--- config.mk ---
export PLATFORM = sky130hd
export DESIGN_NAME = mem_access_ctrl
export DESIGN_NICKNAME = d
export VERILOG_FILES = /design/src/rtl/mem_access_ctrl.sv
export SDC_FILE = /design/constraint.sdc
export NUM_CORES = 1
export LEC_CHECK = 0
export CAP_MARGIN = 20
export CORE_MARGIN = 4
export CORE_UTILIZATION = 44
export CTS_CLUSTER_DIAMETER = 200
export CTS_CLUSTER_SIZE = 16
export DETAILED_ROUTE_END_ITERATION = 7
export PLACE_DENSITY = 0.81
export SKIP_CTS_REPAIR_TIMING = 1
export SYNTH_ARGS = -nofsm -noshare
export SYNTH_HDL_FRONTEND = slang
export SYNTH_SLANG_ARGS = --single-unit
--- constraint.sdc ---
create_clock -name clk -period 2.34 [get_ports clk]
set_input_delay 0.702 -clock clk [delete_from_list [all_inputs] [get_ports clk]]
set_output_delay 0.702 -clock clk [all_outputs]
set_load 0.05 [all_outputs]
--- src/rtl/mem_access_ctrl.sv ---
// mem_access_ctrl: one load/store per start over a req/ack bus, with lane steering and load extension.
// Optional MEM_ACCESS_MISALIGN_CHECK_EN rejects misaligned half/word accesses without a bus cycle.
module mem_access_ctrl #(
    parameter int TIMEOUT_CYCLES = 16,
    parameter int CNT_W          = 5
) (
    input  logic        clk,
    input  logic        reset,
    input  logic        start,
    input  logic        mem_read,
    input  logic        mem_write,
    input  logic [1:0]  size,
    input  logic        ld_unsigned,
    input  logic [31:0] addr,
    input  logic [31:0] wdata,
    output logic [31:0] mem_rdata,
    output logic        done,
    output logic        busy,
    output logic        err,
    output logic        bus_req,
    output logic        bus_we,
    output logic [31:0] bus_addr,
    output logic [3:0]  bus_be,
    output logic [31:0] bus_wdata,
    input  logic [31:0] bus_rdata,
    input  logic        bus_ack
);
    // state  | meaning
    // IDLE   | waiting for a qualified start
    // ACCESS | bus_req held, waiting for ack or timeout
    // DONE   | one-cycle completion pulse, busy still high
    typedef enum logic [1:0] {IDLE, ACCESS, DONE} state_t;

    state_t           state;
    logic [CNT_W-1:0] cnt;
    logic [1:0]       size_q;
    logic [1:0]       lane_q;
    logic             uns_q;
    logic             misaligned;

    function automatic logic [3:0] lane_be(input logic [1:0] sz, input logic [1:0] a);
        case (sz)
            2'b00:   lane_be = 4'b0001 << a;
            2'b01:   lane_be = a[1] ? 4'b1100 : 4'b0011;
            default: lane_be = 4'b1111;
        endcase
    endfunction

    function automatic logic [31:0] lane_wdata(input logic [1:0] sz, input logic [31:0] d);
        case (sz)
            2'b00:   lane_wdata = {4{d[7:0]}};
            2'b01:   lane_wdata = {2{d[15:0]}};
            default: lane_wdata = d;
        endcase
    endfunction

    function automatic logic [31:0] extract(input logic [31:0] raw, input logic [1:0] sz,
                                            input logic [1:0] a, input logic uns);
        logic [7:0]  b;
        logic [15:0] h;
        b = raw[{a, 3'b000} +: 8];
        h = a[1] ? raw[31:16] : raw[15:0];
        case (sz)
            2'b00:   extract = {{24{b[7] & ~uns}}, b};
            2'b01:   extract = {{16{h[15] & ~uns}}, h};
            default: extract = raw;
        endcase
    endfunction

    always_comb begin
        misaligned = 1'b0;
`ifdef MEM_ACCESS_MISALIGN_CHECK_EN
        case (size)
            2'b00:   misaligned = 1'b0;
            2'b01:   misaligned = addr[0];
            default: misaligned = |addr[1:0];
        endcase
`endif
    end

    always_ff @(posedge clk or negedge reset) begin
        if (!reset) begin
            state     <= IDLE;
            cnt       <= '0;
            size_q    <= 2'b00;
            lane_q    <= 2'b00;
            uns_q     <= 1'b0;
            mem_rdata <= '0;
            done      <= 1'b0;
            busy      <= 1'b0;
            err       <= 1'b0;
            bus_req   <= 1'b0;
            bus_we    <= 1'b0;
            bus_addr  <= '0;
            bus_be    <= 4'b0000;
            bus_wdata <= '0;
        end else begin
            done <= 1'b0;
            case (state)
                IDLE: begin
                    if (start && (mem_read || mem_write)) begin
                        size_q <= size;
                        lane_q <= addr[1:0];
                        uns_q  <= ld_unsigned;
                        cnt    <= '0;
                        err    <= misaligned;
                        busy   <= 1'b1;
                        if (misaligned) begin
                            state <= DONE;
                            done  <= 1'b1;
                        end else begin
                            state     <= ACCESS;
                            bus_req   <= 1'b1;
                            bus_we    <= mem_write;
                            bus_addr  <= {addr[31:2], 2'b00};
                            bus_be    <= lane_be(size, addr[1:0]);
                            bus_wdata <= lane_wdata(size, wdata);
                        end
                    end
                end
                ACCESS: begin
                    // ack in the final timeout cycle still completes normally
                    if (bus_ack) begin
                        bus_req <= 1'b0;
                        state   <= DONE;
                        done    <= 1'b1;
                        if (!bus_we)
                            mem_rdata <= extract(bus_rdata, size_q, lane_q, uns_q);
                    end else if (cnt == CNT_W'(TIMEOUT_CYCLES - 1)) begin
                        bus_req   <= 1'b0;
                        state     <= DONE;
                        done      <= 1'b1;
                        err       <= 1'b1;
                        mem_rdata <= '0;
                    end else begin
                        cnt <= cnt + 1'b1;
                    end
                end
                DONE: begin
                    state <= IDLE;
                    busy  <= 1'b0;
                end
                default: state <= IDLE;
            endcase
        end
    end
endmodule
==> PnR_summary.wiki <==
{| class="wikitable"
! Metric !! Value
|-
| Post-detailed-placement cell area || 0.00760 mm²
|-
| Worst endpoint data arrival time || 1.62 ns
|-
| Beginning of the worst register-to-register path || cnt[0]$_DFFE_PN0P_
|-
| Port bufs || 207
|-
| Via count || 4904
|-
| Fraction of registers with async set or reset after synthesis || 100%
|-
| Number of endpoints failing setup at the final stage || 0
|-
| Post-synthesis average cell area || 9.67 µm²
|-
| Cell-by-cell listing of the critical path || clkdlybuf4s50_1
|-
| Total of warnings raised by yosys || 0
|-
| Hpwl dp || 12200 µm
|-
| Highest-count cells in the layout ignoring fill and taps || clkdlybuf4s50_1, nand2_1, dfrtp_1, o21ai_0, a21oi_1
|-
| Final WL || 16600 µm
|-
| Clock latency on the worst-skew pair || 0.41 ns
|-
| Maximum number of pins on one net before global-route repair || 95
|-
| Clk pin slew, worst setup/hold paths || 0.05 ns
|-
| Share of layout cells above drive strength 1 || 12.4%
|-
| Number of antenna violations at the first check in global routing || 0
|-
| Number of synthesized flops with an enable pin || 0
|-
| Count of H-tree levels built during CTS || 4
|-
| Row count || 39
|-
| Distinct cells, synth || 40
|-
| Gp weighted congestion || 1.01
|-
| Worst slew pin tran || 0.559 ns
|-
| Result of the run || finished, final reports clean
|-
| Top fanout value on the critical path || 2
|-
| Count of max-cap constraint violations || 0
|-
| Crit end category || output pin
|-
| Total track usage || 24.4%
|-
| Depth of the worst register-to-register path || 8
|-
| Setup slack of the most critical reg-to-reg path || 0.31 ns
|-
| Sequential fraction of the synthesis area || 55.0%
|-
| Number of sinks driven by the clock tree || 115
|-
| First-pass GRT wire length || 25600 µm
|-
| Num ports || 210
|-
| Num CTS Buffers || 17
|-
| Die Area || 0.0137 mm²
|-
| Final sum of negative setup slack || 0 ns
|-
| Total iterations of the first detailed-routing run || 4
|-
| Count of filler cells inserted in the layout || 810
|-
| Path class of the lowest-slack min-delay path || primary input to async pin
|-
| Clock tree from TritonCTS || yes
|-
| Starting Density || 45.4%
|-
| Core region area || 0.0115 mm²
|-
| Width of the chip || 117 µm
|-
| Most common library cell in the layout ignoring fill and taps || clkdlybuf4s50_1
|-
| Power consumption || 11.8 mW
|-
| Shortest clock period the worst path allows after layout || 2.32 ns
|-
| Max-Slew Margin vs Limit || 62.7%
|-
| Instance count of the mapped netlist || 541
|-
| Crit path buffers/inverters || 1
|-
| Post-route cell area || 0.00836 mm²
|-
| Vias in the first global route || 5174
|-
| Residual antenna-violating net count after detailed routing || 0
|-
| Layout Area Growth over Synthesis || 59.9%
|-
| Slew Viols, Final || 0
|-
| Stage delay of the slowest cell on the critical path || 0.83 ns
|-
| Pre-CTS setup slack || -0.354 ns
|-
| Maximum vdd ir drop || 0.821 mV
|-
| Final setup margin || 0.0217 ns
|-
| Die Ht || 117 µm
|-
| Power density over the cells || 1410 mW/mm²
|-
| Library cell used as clock root buffer || clkbuf_16
|-
| Critical path class || flop to output pin
|-
| Fmax || 431 MHz
|-
| Remaining design rule violation count || 0
|-
| Standard cell with the maximum stage delay on the critical path || clkdlybuf4s50_1
|-
| Post-Route Hold Slack || 0.257 ns
|-
| Netlist area before placement || 0.00523 mm²
|-
| Terminus of the critical flop-to-flop path || mem_rdata[25]$_DFFE_PN0P_
|-
| Final clock period utilization by the worst path || 99.1%
|-
| Violation count after the first detailed-routing iteration || 387
|-
| Final Hold Viols || 0
|-
| Leakage power || 4.09 nW
|-
| Worst setup skew after layout || 0.00733 ns
|-
| Commonest register cell after synthesis || dfrtp_1
|-
| Largest delay contributor family on the critical path || buffers and inverters
|-
| # diodes || 0
|-
| Crit path launch type || flop
|-
| Worst-case clock buffer depth || 2
|-
| Vias per std cell || 5.34
|-
| Final #Nets || 870
|-
| Routed len/inst || 18.1 µm
|-
| GR Overflow Total || 0
|-
| Required time at the worst-slack endpoint || 1.64 ns
|-
| Register bit count reported by yosys || 115
|}
==> kinds of logic after synthesis <==
group                      count (synthesis)  share of synthesized area, %
muxes                                     39                          7.89
DFF                                      115                          55.0
and+or+nand+nor                          210                          16.2
xor gates and xnor gates                   2                         0.335
AOI/OAI and AO/OA                        121                          15.8
other                                      1                        0.0717
buffers and inverters                     51                          4.26
adders and majority gates                  2                         0.478
==> synth_stat cells, types with 2 or more instances <==
library cell	count	area share, %
mux2i_1	24	4.6
nor3_1	5	0.48
buf_6	2	0.43
buf_1	4	0.29
clkbuf_1	24	1.7
xor2_1	2	0.33
dfrtp_1	115	55
a221o_2	10	2.2
o21ai_0	42	4.0
mux2_2	14	3.0
buf_2	4	0.38
a221o_1	6	1.1
a21oi_1	33	3.2
a32oi_1	6	1.0
nand2_1	170	12
buf_4	3	0.43
nand2b_1	3	0.36
nand3_1	3	0.29
a22o_1	9	1.5
a31oi_1	3	0.36
a21o_1	6	0.86
ha_1	2	0.48
inv_1	14	1.0
nor2_1	20	1.4
nor2b_1	2	0.24
==> area by class of cell <==
class                      instances  area (µm²)  area share, %
sequential                       115        2880           34.4
tap                              143         179           2.14
inverter                          14        52.6          0.629
clock buffer                      18         429           5.13
clock inverter                    13         258           3.08
timing repair buffer             239        2420           29.0
multi-input combinational        376        2140           25.6
==> state kept, by name, indices dropped and copies added (netlist names), 2 cells and up <==
name	count
lane_q	2
state	2
bus_addr	30
cnt	5
mem_rdata	32
bus_wdata	32
bus_be	4
size_q	2
==> power breakdown <==
group / leakage [nW] / total, mW / switching (mW) / internal (mW)
registers: 1.44 / 3.22 / 0.514 / 2.71
logic: 2.33 / 5.53 / 3.58 / 1.94
clock network: 0.318 / 3.02 / 0.917 / 2.10
total: 4.09 / 11.8 / 5.01 / 6.75
==> worst max-delay path by stage <==
| stage | endpoint | slack, ns | from | depth (start not counted) |
|---|---|---|---|---|
| after CTS | err | -0.01 | err$_DFFE_PN0P_ | 1 |
| after floorplan | bus_req$_DFFE_PN0P_ | 0.36 | mem_write | 6 |
| final | bus_wdata[25] | 0.02 | bus_wdata[25]$_DFFE_PN0P_ | 1 |
| after detailed placement | mem_rdata[25]$_DFFE_PN0P_ | -0.35 | bus_rdata[15] | 5 |
| after global placement | mem_rdata[26]$_DFFE_PN0P_ | -0.28 | bus_rdata[15] | 5 |
| after global routing | bus_wdata[25] | -0.005 | bus_wdata[25]$_DFFE_PN0P_ | 1 |
==> per-layer routing <==
| layer | part of all wire (%) | wire [µm] | GRT usage [%] | vias up |
|---|---|---|---|---|
| li1 | - | - | - | 2289 |
| met1 | 38 | 6330 | 27.8 | 2333 |
| met2 | 49 | 8180 | 40.9 | 239 |
| met3 | 9.7 | 1620 | 9.67 | 43 |
| met4 | 3.0 | 507 | 10.4 | 0 |
| met5 | 0 | 0 | 0 | - |
==> metrics by stage <==
| stage | utilization (%) | cells |
|---|---|---|
| after floorplan | - | 542 |
| after global placement | 66.0 | 885 |
| after detailed placement | 66.0 | 885 |
| after CTS | 71.9 | 916 |
| after global routing | 72.6 | 918 |
| final | 72.6 | 918 |
No activity file was read; power rests on OpenSTA's default activity.
